**src/rtl/bcd_pkg.sv**
```systemverilog
// Shared types and helpers for the serial binary-to-BCD converter.
package bcd_pkg;

    typedef enum logic [1:0] {
        IDLE  = 2'd0,
        SHIFT = 2'd1,
        DONE  = 2'd2
    } state_t;

    localparam int BCD_DIGIT_W = 4;

    // ceil(bin_w * log10(2)); log10(2) ~ 0.30103, and bin_w*log10(2) is never integral for bin_w > 0.
    function automatic int min_digits(input int bin_w);
        return (bin_w * 30103 + 99999) / 100000;
    endfunction

endpackage

```
**src/rtl/bcd_digit_adj.sv**
```systemverilog
// One double-dabble digit correction: add 3 when the digit is 5 or more.
module bcd_digit_adj
    import bcd_pkg::*;
(
    input  logic [BCD_DIGIT_W-1:0] din,
    output logic [BCD_DIGIT_W-1:0] dout
);

    // Legal digits are 0..9, so the sum stays within 4 bits (max 12).
    always_comb begin
        dout = din;
        if (din >= 4'd5) begin
            dout = din + 4'd3;
        end
    end

endmodule

```
**src/rtl/bin_to_bcd_seq.sv**
```systemverilog
// Handshaked serial double-dabble converter: one input bit per cycle,
// optional sign-magnitude handling and sticky overflow detection.
module bin_to_bcd_seq
    import bcd_pkg::*;
#(
    parameter int BIN_W  = 8,
    parameter int DIGITS = 3,
    parameter int SIGNED = 0
) (
    input  logic                  clk,
    input  logic                  rst,
    input  logic                  in_valid,
    output logic                  in_ready,
    input  logic [BIN_W-1:0]      in_data,
    output logic                  out_valid,
    input  logic                  out_ready,
    output logic [4*DIGITS-1:0]   out_bcd,
    output logic                  out_sign,
    output logic                  out_ovf
);

    localparam int CNT_W = $clog2(BIN_W + 1);
    localparam int BCD_W = BCD_DIGIT_W * DIGITS;

    state_t             state;
    state_t             state_next;
    logic [CNT_W-1:0]   cnt;
    logic [BCD_W-1:0]   bcd_q;
    logic [BCD_W-1:0]   bcd_adj;
    logic [BIN_W-1:0]   bin_q;
    logic               sign_q;
    logic               ovf_q;
    logic               neg;
    logic [BIN_W-1:0]   mag;

    genvar g;
    generate
        for (g = 0; g < DIGITS; g++) begin : g_adj
            bcd_digit_adj u_adj (
                .din  (bcd_q[BCD_DIGIT_W*g +: BCD_DIGIT_W]),
                .dout (bcd_adj[BCD_DIGIT_W*g +: BCD_DIGIT_W])
            );
        end
    endgenerate

    // Two's-complement negate keeps BIN_W bits, so the most negative value maps to its exact magnitude.
    assign neg = (SIGNED != 0) && in_data[BIN_W-1];
    assign mag = neg ? (~in_data + {{(BIN_W-1){1'b0}}, 1'b1}) : in_data;

    always_ff @(posedge clk) begin
        if (rst) begin
            state <= IDLE;
        end else begin
            state <= state_next;
        end
    end

    always_comb begin
        state_next = state;
        case (state)
            IDLE:    if (in_valid) state_next = SHIFT;
            SHIFT:   if (cnt == CNT_W'(BIN_W - 1)) state_next = DONE;
            DONE:    if (out_ready) state_next = IDLE;
            default: state_next = IDLE;
        endcase
    end

    always_ff @(posedge clk) begin
        if (rst) begin
            cnt    <= '0;
            bcd_q  <= '0;
            bin_q  <= '0;
            sign_q <= 1'b0;
            ovf_q  <= 1'b0;
        end else begin
            case (state)
                IDLE: begin
                    if (in_valid) begin
                        bin_q  <= mag;
                        sign_q <= neg;
                        bcd_q  <= '0;
                        ovf_q  <= 1'b0;
                        cnt    <= '0;
                    end
                end
                SHIFT: begin
                    {bcd_q, bin_q} <= {bcd_adj[BCD_W-2:0], bin_q, 1'b0};
                    ovf_q          <= ovf_q | bcd_adj[BCD_W-1];
                    cnt            <= cnt + CNT_W'(1);
                end
                default: ;
            endcase
        end
    end

    assign in_ready  = (state == IDLE) && !rst;
    assign out_valid = (state == DONE);
    assign out_bcd   = out_valid ? bcd_q  : '0;
    assign out_sign  = out_valid ? sign_q : 1'b0;
    assign out_ovf   = out_valid ? ovf_q  : 1'b0;

endmodule

```
**config.mk**
```make
export PLATFORM = sky130hd
export DESIGN_NAME = bin_to_bcd_seq
export DESIGN_NICKNAME = d
export VERILOG_FILES = /design/src/rtl/bcd_pkg.sv /design/src/rtl/bcd_digit_adj.sv /design/src/rtl/bin_to_bcd_seq.sv
export SDC_FILE = /design/constraint.sdc
export NUM_CORES = 1
export LEC_CHECK = 0
export BUFFER_PORTS_ARGS = -buffer_cell sky130_fd_sc_hd__buf_2
export CORE_UTILIZATION = 35
export CTS_CLUSTER_SIZE = 14
export DETAILED_ROUTE_END_ITERATION = 16
export HOLD_SLACK_MARGIN = 0.15
export PLACE_DENSITY_LB_ADDON = 0.2
export SLEW_MARGIN = 25
export SYNTH_ARGS = -nofsm -noshare
export SYNTH_HDL_FRONTEND = slang
export SYNTH_HIERARCHICAL = 1
export SYNTH_SLANG_ARGS = --single-unit
```
**constraint.sdc**
```tcl
create_clock -name clk -period 1.64 [get_ports clk]
set_clock_uncertainty 0.05 [all_clocks]
set_input_delay 0 -clock clk [delete_from_list [all_inputs] [get_ports clk]]
set_output_delay 0 -clock clk [all_outputs]
set_load 0.005 [all_outputs]
```
==> results of run 1 <==
-- timing repair --
action	CTS	global route
endpoints found under the setup margin	0	2
endpoints found under the hold margin	24	0
setup buffers	0	0
hold buffers	11	0
-- routing by layer --
layer / track usage (%) / vias to the layer above / wire (um)
li1: - / 752 / -
met1: 21.3 / 642 / 1760
met2: 25.0 / 28 / 1500
met3: 3.78 / 4 / 129
met4: 3.40 / 0 / 30
met5: 0 / - / 0
-- worst max-delay path, delay by kind of cell, from the launching register on --
family	cells	cell delay, ns
adder cells (fa/ha/maj)	1	0.17
AO/OA/AOI/OAI	2	0.27
AND/OR/NAND/NOR	2	0.27
buffers and inverters	1	0.08
flip-flops	1	0.38
multiplexers	1	0.21
-- flip-flops by register name, summed over array words and instances (netlist names) --
name	cells
bin_q	8
state	2
ovf_q	1
bcd_q	12
cnt	4
-- cell families after synthesis --
group,count (synthesis)
mux,4
compound gates,52
other cells,1
buf+inv,27
simple gates,82
flops,27
fa+ha+maj,7
xor+xnor,3
-- cell usage after synthesis --
cell	instances
nand2_1	16
nor2_1	30
xnor2_1	3
and4b_1	1
nand2b_1	10
a21oi_2	3
buf_6	1
nor3_1	1
nor4_1	1
o21ai_1	3
buf_4	3
mux2i_1	4
inv_1	13
nor2b_1	3
nor3b_1	1
o21ai_0	5
buf_2	6
nand4b_1	1
a22oi_1	13
nand3b_1	1
a21o_1	1
and2_1	13
clkbuf_1	4
ha_1	7
o221a_1	1
or3_1	1
nand3_1	2
a31oi_1	1
o21bai_2	1
conb_1	1
a21oi_1	17
o22a_1	1
dfxtp_1	27
and2b_1	1
o221a_2	6
-- power breakdown --
part	internal, mW	leakage, nW	switching [mW]
clock network	0.173	0.0217	0.219
registers	0.678	0.220	0.0188
logic	0.0786	0.607	0.0837
-- how the worst min path moves through the flow --
stage                     startpoint        to  slack [ns]
after floorplan            out_ready  state[1]        0.13
after global placement     out_ready  state[1]        0.23
after detailed placement   out_ready  state[1]        0.23
after CTS                      ovf_q     ovf_q        0.43
after global routing           ovf_q     ovf_q        0.47
final                          ovf_q     ovf_q        0.42
-- cell type report --
| class | instances | share of cell area, % |
|---|---|---|
| Timing Repair Buffer | 45 | 15.6 |
| Sequential cell | 27 | 28.1 |
| Clock inverter | 1 | 0.390 |
| Inverter | 13 | 2.53 |
| Clock buffer | 3 | 2.14 |
| Multi-Input combinational cell | 149 | 47.9 |
| Tap cell | 52 | 3.38 |
-- stage by stage --
| stage | total power [mW] | cells | util, % | setup WS (ns) |
|---|---|---|---|---|
| after detailed placement | 0.855 | 275 | 40.6 | 0.126 |
| after global placement | 0.854 | 275 | 40.6 | 0.140 |
| final | 1.25 | 290 | 44.3 | 0.160 |
| after CTS | 1.27 | 290 | 44.3 | 0.101 |
| after global routing | 1.33 | 290 | 44.3 | 0.00411 |
| after floorplan | 0.817 | 203 | - | 0.294 |
==> reports/metrics.csv, run 1 <==
metric;value;unit
yosysTopAreaCell;dfxtp_1;
ys_seq_area_share;34.0;%
drtIter0Drc;65;
critPathKind;register to register;
cts_buffers;3;
max_slew.worst_pin.slew;0.540;ns
port-buffer-count;26;
regArea;541;um^2
hold_path_depth;2;
critPathMaxFanout;4;
place_area;1770;um^2
synth-simple-area-share;25.4;%
reg2reg_to;bcd_q[10];
ant_nets;0;
critPathRequiredTime;1.81;ns
reg2reg_slack;0.16;ns
multiInputGateArea;923;um^2
ys_warn_count;6;
finalCritPeriodShare;90.3;%
place_hpwl;2.26;mm
synth.net_count;222;
antenna_found_initial;0;
io_pins;28;
most-common-layout-cells;30 x nor2_1, 27 x dfxtp_1, 26 x buf_2;
synthCells;203;
synth-seq-cells;27;
diodes;0;
drtPass1Iterations;4;
hold_slack;0.424;ns
cts_tree;yes;
rsz0062_at_grt;no;
synthMuxAreaShare;2.52;%
wirelength;3.43;mm
core;4350;um^2
syn_avg_cell_area;7.84;um^2
grt_pass1_wl;6.19;mm
floorplan.initialDensity;36.6;%
cts.sinks;27;
max_stage_delay;0.38;ns
synth_xor_area_share;1.65;%
grt_pass1_vias;1378;
hold_violations;0;
r2r_cells;7;
insertion_delay;0.28;ns
yosys.area.top_type_share;34.0;%
yosys.cell_types.count;35;
setup-tns-final;0;ns
max_clock_freq;675;MHz
synth-adder-area-share;5.50;%
startpoint;bcd_q[9];
maxSlewViolCount;0;
grt_usage;15.6;%
wire_per_inst;11.8;um
grt.overflow.total;0;
path_clk_slew;0.09;ns
clockBufferDepth;2;
grt_max_degree;29;
synth_area_leaders;dfxtp_1 34%, nor2_1 7.1%, a22oi_1 6.1%;
cpMaxStageDelayCell;dfxtp_1;
h-tree-depth;1;
gp_congestion;0.719;
final_area;1930;um^2
die_w;69.4;um
hold_path.class;register to register;
crit_arrival;1.65;ns
pwr_density_cell;649;nW/um^2
outcome;finished, final reports clean;
cts_root_buf;clkbuf_8;
synth_compound_area_share;22.7;%
fin_nets;258;
fillers;464;
crit_chain;inv_1, ha_1, nand2b_1, a21oi_2, mux2i_1, a22oi_1, nor2_1;
drv_cap;0;
mappedNetlistArea;1590;um^2
r2r_start;bcd_q[9];
rows;24;
route.detailed.drc;0;
synth_top_family_by_area;simple AND/OR/NAND/NOR gates;
vias;1426;
die_area;4820;um^2
start_kind;register;
min_period;1.48;ns
ctsResizeCount;0;
setup_viol;0;
ir_worst_vdd;466;uV
drive_gt1_share;20.2;%
leakage;0.849;nW
viasPerCell;4.92;
crit_path_end;bcd_q[10];
final_common_cell;nor2_1;
areaGrowthSynthToFinish;21.1;%
slew_headroom;64.0;%
cp-end-kind;register;
die_h;69.4;um
No activity file was read; power rests on OpenSTA's default activity.
==> inputs of run 2 (changes only) <==
- CORE_UTILIZATION: 35 -> 45
==> reports/metrics.csv, run 2 (synthesis gave the netlist of run 1 again) <==
metric;value;unit;change
clockBufferDepth;2;;unchanged
cpMaxStageDelayCell;dfxtp_1;;
p_int;855;uW;-8.0%
critPathKind;register to primary output;;
cts.sinks;27;;unchanged
ir_worst_vdd;440;uV;-5.6%
rows;21;;-13%
place_hpwl;2.14;mm;-4.9%
viasPerCell;4.99;;+1.4%
max_clock_freq;664;MHz;-1.7%
pre_cts_slack;0.164;ns;+0.0380 ns
power_frac_comb;13.8;%;+0.8 points
most-common-layout-cells;30 x nor2_1, 26 x dfxtp_1, 26 x buf_2;;
leakage;0.842;nW;-0.78%
drtPass1Iterations;4;;unchanged
crit_family;flip-flops;;
max_stage_delay;0.57;ns;+0.19 ns
multiInputGateArea;923;um^2;unchanged
p_sw;294;uW;-8.4%
rsz0062_at_grt;no;;
areaGrowthSynthToFinish;19.3;%;
max_slew.worst_pin.slew;0.523;ns;-0.0171 ns
cts_root_buf;clkbuf_4;;
pwr_density_cell;605;nW/um^2;-6.7%
cts_buffers;3;;unchanged
critPathMaxFanout;15;;+11
crit_arrival;1.46;ns;-0.19 ns
insertion_delay;0.32;ns;+0.04 ns
cts_tree;yes;;
largest_registers;bcd_q x12, bin_q x8, cnt x4;;
largest_reg_flops;12;;unchanged
post_cts_buffers;0;;unchanged
path_clk_slew;0.14;ns;+0.05 ns
setup-tns-final;0;ns;unchanged
maxSlewViolCount;0;;unchanged
drive_gt1_share;20.2;%;unchanged
drtIter0Drc;84;;+29%
start_kind;register;;
h-tree-depth;1;;unchanged
min_period;1.51;ns;+0.0255 ns
hold_path.class;input port to register;;
final_area;1900;um^2;-1.5%
vias;1416;;-0.70%
top_register;bcd_q;;
grt_max_degree;29;;unchanged
die_area;3780;um^2;-22%
critPathBufInv;2;;+1
fillers;341;;-27%
die_h;61.5;um;-11%
antenna_found_initial;0;;unchanged
grt_pass1_wl;5.31;mm;-14%
place_area;1760;um^2;-0.42%
grt.overflow.total;0;;unchanged
outcome;finished, final reports clean;;
wirelength;3.28;mm;-4.4%
port-buffer-count;26;;unchanged
critPathRequiredTime;1.59;ns;-0.22 ns
route.detailed.drc;0;;unchanged
fin_nets;258;;unchanged
floorplan.initialDensity;47.3;%;+11 points
regArea;542;um^2;+0.23%
cp-end-kind;primary output;;
core;3360;um^2;-23%
p_seq_share;61.1;%;+5.4 points
die_w;61.5;um;-11%
grt_pass1_vias;1208;;-12%
diodes;0;;unchanged
clockPowerShare;25.1;%;-6.2 points
grt_usage;18.6;%;+3.0 points
totalPowerFinal;1.15;mW;-8.1%
slew_headroom;65.2;%;+1.1 points
worst_slack;0.134;ns;-0.0255 ns
wire_per_inst;11.5;um;-2.4%
drv_cap;0;;unchanged
netSwitchingFraction;25.6;%;-0.084 points
final_common_cell;nor2_1;;
hold_violations;0;;unchanged
gp_congestion;0.688;;-4.3%
io_pins;28;;unchanged
finalCritPeriodShare;91.8;%;+1.6 points
setup_viol;0;;unchanged
crit_chain;nor2b_1, buf_4, and2_1, buf_2;;
ant_nets;0;;unchanged
-- run 2: changes by cell type in the layout (fill, tap and decap cells not counted), sizes merged --
cell	before	now
clkbuf	3	4
clkinvlp	1	0
-- run 2: timing repair --
action / 4_1_cts / 5_1_grt
gates resized for setup: 0 / 1
endpoints found under the hold margin: 27 / 0
hold buffers: 11 / 0
setup endpoints to repair: 0 / 2
-- run 2: through the flow --
stage          cells  hold WS [ns]  util, %
4_1_cts          284         0.383     56.4
3_3_place_gp     269         0.215     52.3
5_1_grt          284         0.426     56.4
3_5_place_dp     269         0.215     52.3
2_1_floorplan    203         0.127        -
6_report         284         0.402     56.4
-- run 2: area by class of cell --
| cell class | count | area share [%] |
|---|---|---|
| clock buffer | 4 | 1.38 |
| inverter | 13 | 2.57 |
| multi-input combinational | 149 | 48.6 |
| sequential | 27 | 28.5 |
| tap | 46 | 3.03 |
| timing repair buffer | 45 | 15.8 |
-- run 2: tightest hold or removal path, delay by kind of cell --
family,cells,cell delay (ns)
buffers and inverters,2,0.62
and+or+nand+nor,1,0.08
AOI/OAI and AO/OA,1,0.05
-- run 2: worst paths after layout --
path | from | endpoint | slack, ns | cells past startpoint
worst max-delay path | state[0] | out_bcd[11] | 0.13 | 4
worst min-delay path | out_ready | state[1] | 0.40 | 4
worst max register to register | bcd_q[5] | bcd_q[6] | 0.14 | 7
worst min register to register | ovf_q | ovf_q | 0.44 | 2
-- run 2: power groups by stage --
stage               clock, mW  combinational [mW]  sequential [mW]
floorplan                   0               0.111            0.706
global placement            0               0.138            0.716
detailed placement          0               0.138            0.716
CTS                     0.306               0.159            0.702
global route            0.337               0.178            0.707
finish                  0.289               0.158            0.702
-- run 2: metal layers --
| layer | vias to the layer above | share of wire (%) | global-route usage (%) |
|---|---|---|---|
| li1 | 756 | - | - |
| met1 | 632 | 49 | 24.2 |
| met2 | 24 | 48 | 31.7 |
| met3 | 4 | 2.9 | 3.78 |
| met4 | 0 | 0.82 | 4.76 |
| met5 | - | 0 | 0 |
